**src/rtl/adquisicion_de_temperatura.sv**
```systemverilog
// Reads an 8-bit temperature over a 3-wire link and holds its 4-bit code on temp.
// Latency: temp/temp_valida update 17*DIV+1 cycles after cs_n falls.
// Backpressure: none; conversions repeat every 17*DIV+PERIODO+2 cycles while enabled.
module adquisicion_de_temperatura #(
    parameter int DIV     = 25,
    parameter int PERIODO = 50000
) (
    input  logic       clk,
    input  logic       rst_n,
    input  logic       habilitar,
    input  logic       sdata,
    output logic       cs_n,
    output logic       sclk,
    output logic [3:0] temp,
    output logic       temp_valida
);

    localparam int MAXC = (DIV > PERIODO) ? DIV : PERIODO;
    localparam int CW   = $clog2(MAXC + 1);

    typedef enum logic [2:0] {
        REPOSO,
        SELECCION,
        LECTURA,
        CODIFICA,
        ESPERA
    } estado_t;

    estado_t        estado_q, estado_d;
    logic [CW-1:0]  cnt_q, cnt_d;
    logic [4:0]     mitad_q, mitad_d;
    logic [7:0]     dato_q, dato_d;
    logic           cs_n_q, cs_n_d;
    logic           sclk_q, sclk_d;
    logic [3:0]     temp_q, temp_d;
    logic           valida_q, valida_d;

    // Saturating map from whole degrees to the decoder's 4-bit scale (37 C -> 8).
    function automatic logic [3:0] codificar(input logic [7:0] t);
        logic [3:0] c;
        if (t <= 8'd29) begin
            c = 4'd0;
        end else if (t >= 8'd44) begin
            c = 4'd15;
        end else begin
            c = 4'(t - 8'd29);
        end
        return c;
    endfunction

    always_ff @(posedge clk or negedge rst_n) begin
        if (!rst_n) begin
            estado_q <= REPOSO;
            cnt_q    <= '0;
            mitad_q  <= '0;
            dato_q   <= '0;
            cs_n_q   <= 1'b1;
            sclk_q   <= 1'b0;
            temp_q   <= 4'd8;
            valida_q <= 1'b0;
        end else begin
            estado_q <= estado_d;
            cnt_q    <= cnt_d;
            mitad_q  <= mitad_d;
            dato_q   <= dato_d;
            cs_n_q   <= cs_n_d;
            sclk_q   <= sclk_d;
            temp_q   <= temp_d;
            valida_q <= valida_d;
        end
    end

    always_comb begin
        estado_d = estado_q;
        cnt_d    = cnt_q;
        mitad_d  = mitad_q;
        dato_d   = dato_q;
        cs_n_d   = cs_n_q;
        sclk_d   = sclk_q;
        temp_d   = temp_q;
        valida_d = 1'b0;

        unique case (estado_q)
            REPOSO: begin
                cs_n_d = 1'b1;
                sclk_d = 1'b0;
                if (habilitar) begin
                    estado_d = SELECCION;
                    cs_n_d   = 1'b0;
                    cnt_d    = '0;
                    mitad_d  = '0;
                    dato_d   = '0;
                end
            end

            SELECCION: begin
                // Setup time ends with the first sclk rise, which also takes the MSB.
                if (cnt_q == CW'(DIV - 1)) begin
                    cnt_d    = '0;
                    estado_d = LECTURA;
                    sclk_d   = 1'b1;
                    mitad_d  = 5'd1;
                    dato_d   = {dato_q[6:0], sdata};
                end else begin
                    cnt_d = cnt_q + CW'(1);
                end
            end

            LECTURA: begin
                if (cnt_q == CW'(DIV - 1)) begin
                    cnt_d = '0;
                    if (mitad_q == 5'd16) begin
                        // sclk already low; this extra half-period is the hold before release.
                        estado_d = CODIFICA;
                    end else begin
                        mitad_d = mitad_q + 5'd1;
                        sclk_d  = ~sclk_q;
                        if (!sclk_q) begin
                            dato_d = {dato_q[6:0], sdata};
                        end
                    end
                end else begin
                    cnt_d = cnt_q + CW'(1);
                end
            end

            CODIFICA: begin
                cs_n_d   = 1'b1;
                sclk_d   = 1'b0;
                temp_d   = codificar(dato_q);
                valida_d = 1'b1;
                cnt_d    = '0;
                mitad_d  = '0;
                estado_d = ESPERA;
            end

            ESPERA: begin
                cs_n_d = 1'b1;
                if (cnt_q == CW'(PERIODO - 1)) begin
                    cnt_d    = '0;
                    estado_d = REPOSO;
                end else begin
                    cnt_d = cnt_q + CW'(1);
                end
            end

            default: begin
                estado_d = REPOSO;
                cs_n_d   = 1'b1;
                sclk_d   = 1'b0;
                cnt_d    = '0;
                mitad_d  = '0;
            end
        endcase
    end

    assign cs_n        = cs_n_q;
    assign sclk        = sclk_q;
    assign temp        = temp_q;
    assign temp_valida = valida_q;

endmodule
```
**config.mk**
```make
export PLATFORM = sky130hd
export DESIGN_NAME = adquisicion_de_temperatura
export DESIGN_NICKNAME = d
export VERILOG_FILES = /design/src/rtl/adquisicion_de_temperatura.sv
export SDC_FILE = /design/constraint.sdc
export NUM_CORES = 1
export LEC_CHECK = 0
export ABC_AREA = 0
export CORE_MARGIN = 2
export CORE_UTILIZATION = 60
export DETAILED_ROUTE_END_ITERATION = 8
export PLACE_DENSITY_LB_ADDON = 0.15
export SLEW_MARGIN = 20
export SYNTH_ARGS = -nofsm -noshare
export SYNTH_HDL_FRONTEND = slang
export SYNTH_SLANG_ARGS = --single-unit
```
**constraint.sdc**
```tcl
create_clock -name clk -period 5.08 [get_ports clk]
set_input_delay 1.016 -clock clk [delete_from_list [all_inputs] [get_ports clk]]
set_output_delay 1.016 -clock clk [all_outputs]
set_load 0.02 [all_outputs]
```
==> metrics.md, run 1 <==
| Metric | Value |
|---|---|
| Top flip-flop cell by instance count after synthesis | sky130_fd_sc_hd__dfrtp_1 |
| Worst Path Max Fanout | 2 |
| Post-Synthesis Mean Instance Area | about 9.4 sq um |
| Sinks on Clock Net | 39 |
| GRT Util Overall | ~22% |
| Achievable clock frequency | about 400 MHz |
| Gate family responsible for the most delay along the worst path | buffers and inverters |
| Area of the multi-input gates | 0.00107 sq mm |
| Worst-case hold slack | about 0.53 ns |
| Number of antenna repair diodes | 0 |
| Largest stage delay, worst path | 0.59 ns |
| Dpl cell area | roughly 0.0023 sq mm |
| List of cells traversed by the critical path | clkdlybuf4s50_1 |
| Layout cell share with drive strength beyond 1 | under 10% |
| Root cell of the clock tree | sky130_fd_sc_hd__clkbuf_4 |
| Flip-flop and latch count after synthesis | 39 |
| GR Overflow Total | 0 |
| Number of setup violations in the final report | 0 |
| Cells after Synth | 230 |
| DP Worst Slack | 2.33 ns |
| Crit path kind | reg2out |
| First-pass iteration count of the detailed router | 4 |
| Maximum buffer depth of the clock tree | 2 |
| Total CTS buffers | 5 |
| Placeable core region | about 0.0034 sq mm |
| Wire length of the first global-routing pass | 7.07 mm |
| H-Tree Depth | 2 |
| Share of synthesized registers carrying an async set or reset | between 90% and 100% |
| Hold Vio Cnt, Final | 0 |
| Global placer's final weighted congestion | roughly 0.83 |
| Max-cap violations | 0 |
| Cts hold-fix bufs | 0 |
| Count of vias placed by the detailed router | around 1,600 |
| Finished Cell Area | around 0.0023 sq mm |
| Final period util | 49.3% |
| Total nets after synthesis | approximately 240 |
| Post-route DRC violation count | 0 |
| Clock-pin slew reported for the worst setup and hold paths after clock tree synthesis | 0.12 ns |
| Transition time of the tightest slew-check pin | approximately 0.96 ns |
| Final-stage net count | about 250 |
| Portion of the post-synthesis area used by sequential elements | 45.2% |
| PostCTS Resize Cnt | 0 |
| Data required time at the worst endpoint | 4.06 ns |
| Count of port buffers added during placement | 10 |
| Die ar. | just over 0.004 sq mm |
| Die Y | approximately 64 um |
| Crit end category | output pin |
| Register cell area after layout | about 980 sq um |
| Latest clock arrival within the worst-skew pair | about 0.35 ns |
| Max Clock Skew | approximately 0.011 ns |
| Proportion of synthesized area in mux cells | under 10% |
| Detailed placement HPWL | 2.82 mm |
| Standard-cell row count | 21 |
| Max-slew violation count | 0 |
| Antenna violations before repair | 0 |
| Vias in the first global route | between 1,500 and 2,000 |
| P_leak | 1.07 nW |
| Count of buffering cells on the critical path with inverters included | 1 |
| Endpoint arrival time on the critical path | around 1.5 ns |
| Area growth from synthesis to layout | 6.82% |
| Fill cell total of the finished layout | approximately 270 |
| Combinational family with the most area after synthesis | simple AND/OR/NAND/NOR gates |
| Total power per unit cell area | 279 mW/mm^2 |
| Average wire per cell in the routed design | ~13 um |
| Post-Route WL | slightly below 4 mm |
| Crit-path slowest cell | sky130_fd_sc_hd__clkdlybuf4s50_1 |
| DRC violation total after the first TritonRoute iteration | roughly 110 |
| Ratio of routed vias to standard cells | roughly 5.5 |
| Arithmetic-cell share of the synthesized area counting full adders, half adders and majority gates | under 10% |
| TritonCTS clock tree | yes |
| Count of flip-flops with a built-in enable after synthesis | 0 |
| Total negative slack | 0 ns |
| Final Util | about two thirds |
| Hold Crit Class | reg2reg |
| Setup repair bufs after CTS | 0 |
| Pin count of the biggest net entering global routing | 40 |
| Number of top-level pins | 11 |
| Unrepaired setup endpoints after global routing | no |
| Simple-gate share of the synthesized area | roughly 25% |
| Starting density of the core | between 60 and 70% |
| Yosys cell types | 48 |
| Final worst path period need | 2.51 ns |
| Largest voltage drop on the vdd net | between 0.1 and 0.15 mV |
| ANT nets after route | 0 |
| Post-synthesis share of cell area spent on xor and xnor gates | 6.88% |
| Type of element launching the critical path | flip-flop |
| Warning count from the yosys run | 0 |
| Compound-cell area share of the yosys netlist | between 10% and 20% |
| Outcome | complete, no violations |
| Post-Syn Area | approximately 0.0022 sq mm |
| Final setup slack of the worst path | 2.57 ns |
| Normalized max-slew margin | 35.8% |
| Die width | 64.0 um |
final timing paths:
| kind | start | endpoint | slack [ns] | depth (start not counted) |
|---|---|---|---|---|
| max | temp[3]$_DFFE_PN1P_ | temp[3] | 2.57 | 1 |
| min | temp[0]$_DFFE_PN0P_ | temp[0]$_DFFE_PN0P_ | 0.53 | 1 |
| max reg2reg | estado_q[0]$_DFFE_PN0P_ | dato_q[1]$_DFFE_PN0P_ | 2.64 | 4 |
| min reg2reg | temp[0]$_DFFE_PN0P_ | temp[0]$_DFFE_PN0P_ | 0.53 | 1 |
| max in group asynchronous | rst_n | mitad_q[4]$_DFFE_PN0P_ | 3.80 | 1 |
| min in group asynchronous | rst_n | cnt_q[6]$_DFFE_PN0N_ | 0.75 | 1 |
cell usage after synthesis, types with 4 or more instances:
master                     number  area [sq um]
sky130_fd_sc_hd__dfrtp_1       37           926
sky130_fd_sc_hd__nand2_1       31           116
sky130_fd_sc_hd__nor2_1        23          86.3
sky130_fd_sc_hd__inv_1         15          56.3
sky130_fd_sc_hd__nor3_1        12          60.1
sky130_fd_sc_hd__o21ai_0       12          60.1
sky130_fd_sc_hd__xnor2_1       10          87.6
sky130_fd_sc_hd__a21oi_1        8          40.0
sky130_fd_sc_hd__nand3_1        8          40.0
sky130_fd_sc_hd__ha_1           7          87.6
sky130_fd_sc_hd__xor2_1         7          61.3
sky130_fd_sc_hd__a22o_1         4          35.0
sky130_fd_sc_hd__nand2b_1       4          25.0
sky130_fd_sc_hd__nand4_1        4          25.0
logic make-up (layout without fill, tap and decap cells):
group | Yosys count | in the layout
AO/OA/AOI/OAI | 39 | 39
XOR/XNOR | 17 | 17
adder cells (fa/ha/maj) | 7 | 7
buffers and inverters | 22 | 33
flip-flops | 39 | 39
multiplexers | 3 | 3
AND/OR/NAND/NOR | 103 | 103
registers in the layout (all words and copies together) (netlist names):
signal,cells
cnt_q,16
estado_q,3
cs_n,1
temp,4
temp_valida,1
dato_q,8
mitad_q,5
sclk,1
where the power goes:
group	internal, W	leakage (nW)	switching (W)
Combinational	0.0000436	0.597	0.0000499
Sequential	0.000344	0.445	0.0000510
Clock	0.0000535	0.0282	0.000102
area by class of cell:
type                       count  share of cell area, %
timing repair buffer          10                   4.11
clock inverter                 2                  0.541
clock buffer                   6                   1.79
tap                           46                   2.49
inverter                      15                   2.44
multi-input combinational    169                   46.3
sequential                    39                   42.3
cell usage in the layout (no fill, tap or decap), drive strengths merged, types with 2 or more instances in the layout:
cell type,n
o21a,3
inv,15
dfrtp,37
xnor2,10
nor4bb,2
a22o,4
dfstp,2
xor2,7
or4,3
mux2i,2
clkdlybuf4s50,9
nor2,23
nor4,2
nand3,8
nor2b,3
nand4,4
ha,7
and4,2
nor3,12
clkbuf,6
nand2b,4
nand2,31
o22ai,2
o21ai,12
and3,3
a21oi,8
metal layers:
metal,vias up,track usage [%],wire length (um)
met1,761,28.4,1770
met2,15,37.1,1960
li1,811,-,-
met5,-,0,0
met4,0,5.71,36
met3,4,5.81,105
through the flow:
step / total power [W] / std cells
final: 0.000644 / 287
after global routing: 0.000683 / 287
after CTS: 0.000649 / 287
after detailed placement: 0.000496 / 279
after global placement: 0.000490 / 279
after floorplan: 0.000462 / 230
Power figures use the tool's default switching activity.
==> run 2, diff against run 1 <==
--- a/config.mk
+++ b/config.mk
@@ -7,7 +7,7 @@
 export LEC_CHECK = 0
 export ABC_AREA = 0
 export CORE_MARGIN = 2
-export CORE_UTILIZATION = 60
+export CORE_UTILIZATION = 59
 export DETAILED_ROUTE_END_ITERATION = 8
 export PLACE_DENSITY_LB_ADDON = 0.15
 export SLEW_MARGIN = 20
==> constraint.sdc (replaced) <==
create_clock -name clk -period 2.4 [get_ports clk]
set_input_delay 0.48 -clock clk [delete_from_list [all_inputs] [get_ports clk]]
set_output_delay 0.48 -clock clk [all_outputs]
set_load 0.02 [all_outputs]
==> run 2 against run 1 <==
Power up 120%. Register-to-register slack worse by 2.4 ns. Via count up 3.1%. Sequential power up 110%. Wire length up 4.2%. Count of clock-buffer cells in the layout unchanged. Clock power up 120%. Core utilization up 0.32 points. Worst hold slack worse by 0.31 ns. Critical path depth up 4. Largest cell class unchanged.
==> metrics.md, run 2 (synthesis results as in run 1) <==
| Metric | Value |
|---|---|
| Most frequent cells in the layout | 37 x sky130_fd_sc_hd__dfrtp_1, 31 x sky130_fd_sc_hd__nand2_1, 23 x sky130_fd_sc_hd__nor2_1 |
| Achievable clock frequency | roughly 460 MHz |
| Detailed placement HPWL | 2.84 mm (+0.64%) |
| Type of element launching the critical path | flip-flop |
| Die ar. | 0.00417 sq mm (+1.6%) |
| Hold Crit Class | in2async |
| Worst-case register-to-register setup slack | 0.20 ns (-2.44 ns) |
| Area growth from synthesis to layout | 8.15% |
| Setup repair bufs after CTS | 0 (unchanged) |
| Number of antenna repair diodes | 0 (unchanged) |
| Final period util | ~92% |
| Standard-cell row count | 21 (unchanged) |
| Number of setup violations in the final report | 0 (unchanged) |
| Reg with most FFs | cnt_q |
| Placeable core region | 0.00342 sq mm (+0.78%) |
| Final-stage net count | 254 (+1.2%) |
| Endpoint arrival time on the critical path | 2.45 ns (+0.96 ns) |
| Max Clock Skew | 0.0117 ns (+0.000606 ns) |
| Pin count of the biggest net entering global routing | 40 (unchanged) |
| Average wire per cell in the routed design | 13.9 um (+3.2%) |
| Total CTS buffers | 5 (unchanged) |
| Clock Power Share | 24.4% (+0.3 points) |
| Worst Reg-to-Reg Cells | 5 (+1) |
| P_sw | 0.000453 W (+120%) |
| Latest clock arrival within the worst-skew pair | 0.36 ns (about the same) |
| DRC violation total after the first TritonRoute iteration | 62 (-46%) |
| Capture point of the worst reg-to-reg path | cnt_q[13]$_DFFE_PN0N_ |
| Final Util | 68.5% (+0.32 points) |
| Flip-flop count of the largest register after layout | 16 (unchanged) |
| Largest voltage drop on the vdd net | 0.332 mV (+140%) |
| Number of top-level pins | 11 (unchanged) |
| Outcome | complete, no violations |
| Post-Route WL | 4.04 mm (+4.2%) |
| Pwr Total | 0.00139 W (+120%) |
| GRT Util Overall | 22.8% (+0.70 points) |
| Worst Path Max Fanout | 13 (+11) |
| Area of the multi-input gates | 0.00108 sq mm (+0.58%) |
| Most common library cell in the layout ignoring fill and taps | sky130_fd_sc_hd__dfrtp_1 |
| Switching power as a share of total power | 32.6% (+1.1 points) |
| Crit path kind | reg2reg |
| Global placer's final weighted congestion | 0.841 (+0.90%) |
| H-Tree Depth | 2 (unchanged) |
| Transition time of the tightest slew-check pin | 0.855 ns (-0.107 ns) |
| Normalized max-slew margin | 43.0% (+7.1 points) |
| Maximum buffer depth of the clock tree | 2 (unchanged) |
| Part of the power in registers | 60.3% (-1.1 points) |
| P_leak | 1.09 nW (+1.4%) |
| Largest registers | cnt_q x16, dato_q x8, mitad_q x5 |
| Final worst path period need | between 2 and 2.5 ns |
| Die Y | 64.6 um (+0.79%) |
| First-pass iteration count of the detailed router | 4 (unchanged) |
| Max-cap violations | 0 (unchanged) |
| Root cell of the clock tree | sky130_fd_sc_hd__clkbuf_4 |
| TritonCTS clock tree | yes |
| ANT nets after route | 0 (unchanged) |
| Vias in the first global route | 1,646 (+6.1%) |
| Ratio of routed vias to standard cells | 5.66 (+2.1%) |
| Hold Vio Cnt, Final | 0 (unchanged) |
| Sinks on Clock Net | 39 (unchanged) |
| Startpoint of the most critical register-to-register path | cnt_q[5]$_DFFE_PN0N_ |
| Data required time at the worst endpoint | 2.66 ns (-1.40 ns) |
| Count of vias placed by the detailed router | 1,641 (+3.1%) |
| Total negative slack | 0 ns (unchanged) |
| Register cell area after layout | 978 sq um (unchanged) |
| Layout cell share with drive strength beyond 1 | 9.43% (+1.5 points) |
| Max-slew violation count | 0 (unchanged) |
| Wire length of the first global-routing pass | 7.31 mm (+3.5%) |
| Crit end category | flip-flop |
| Clock-pin slew reported for the worst setup and hold paths after clock tree synthesis | 0.13 ns (about the same) |
| Combinational group share of total power | 15.2% (+0.7 points) |
| Internal power of the cells | 0.000938 W (+110%) |
| Unrepaired setup endpoints after global routing | no |
| Die width | 64.6 um (+0.79%) |
| Starting density of the core | 63.3% (-0.49 points) |
| Post-route DRC violation count | 0 (unchanged) |
| Count of port buffers added during placement | 10 (unchanged) |
| Fill cell total of the finished layout | 292 (+9.0%) |
| Total power per unit cell area | 595 mW/mm^2 (+110%) |
| GR Overflow Total | 0 (unchanged) |
| Antenna violations before repair | 0 (unchanged) |
[run 2: power groups by stage]
stage               combinational, W  sequential (W)  clock (W)
finish                      0.000212        0.000840   0.000340
global route                0.000243        0.000849   0.000375
CTS                         0.000212        0.000834   0.000348
detailed placement          0.000209        0.000847          0
global placement            0.000201        0.000841          0
floorplan                   0.000163        0.000815          0
[run 2: routing by layer]
metal / part of all wire [%] / global-route usage, %
met3: 2.8 / 5.73
met2: 50 / 37.6
met4: 1.6 / 9.84
met1: 45 / 28.6
met5: 0 / 0
[run 2: cell type report]
cell class,instances,share of cell area [%]
Multi-Input combinational cell,169,46.0
Clock inverter,2,0.535
Clock buffer,6,1.76
Inverter,15,2.41
Sequential cell,39,41.8
Timing Repair Buffer,13,5.03
Tap cell,46,2.46
[run 2: how the worst max path moves through the flow]
| stage | depth (start not counted) | startpoint | slack [ns] | end |
|---|---|---|---|---|
| final | 5 | cnt_q[5]$_DFFE_PN0N_ | 0.20 | cnt_q[13]$_DFFE_PN0N_ |
| after global routing | 5 | cnt_q[4]$_DFFE_PN0N_ | 0.09 | dato_q[0]$_DFFE_PN0P_ |
| after CTS | 7 | cnt_q[0]$_DFFE_PN0N_ | 0.11 | mitad_q[0]$_DFFE_PN0P_ |
| after detailed placement | 7 | cnt_q[0]$_DFFE_PN0N_ | 0.16 | mitad_q[0]$_DFFE_PN0P_ |
| after global placement | 7 | cnt_q[0]$_DFFE_PN0N_ | 0.19 | mitad_q[0]$_DFFE_PN0P_ |
| after floorplan | 6 | cnt_q[5]$_DFFE_PN0N_ | 0.29 | cnt_q[10]$_DFFE_PN0N_ |
[run 2: metrics by stage]
| step | setup WS, ns | area [sq um] | instances | hold WS [ns] |
|---|---|---|---|---|
| after floorplan | 0.288 | 2160 | 230 | 0.184 |
| after CTS | 0.107 | 2330 | 290 | 0.244 |
| final | 0.203 | 2340 | 290 | 0.219 |
| after global placement | 0.187 | 2280 | 282 | 0.492 |
| after detailed placement | 0.164 | 2280 | 282 | 0.498 |
| after global routing | 0.0870 | 2340 | 290 | 0.268 |
[run 2: worst max-delay path, cell delays in order (launching register included)]
cell and delay [ns]:
sky130_fd_sc_hd__dfrtp_1 0.45, sky130_fd_sc_hd__or4_4 0.55, sky130_fd_sc_hd__or4_4 0.52, sky130_fd_sc_hd__a22oi_4 0.24
sky130_fd_sc_hd__and2_4 0.26, sky130_fd_sc_hd__nor2_1 0.08
[run 2: repair_timing]
action                                  CTS  global route
hold buffers                              0             0
endpoints found under the setup margin    0             1
gates resized for setup                   0             1
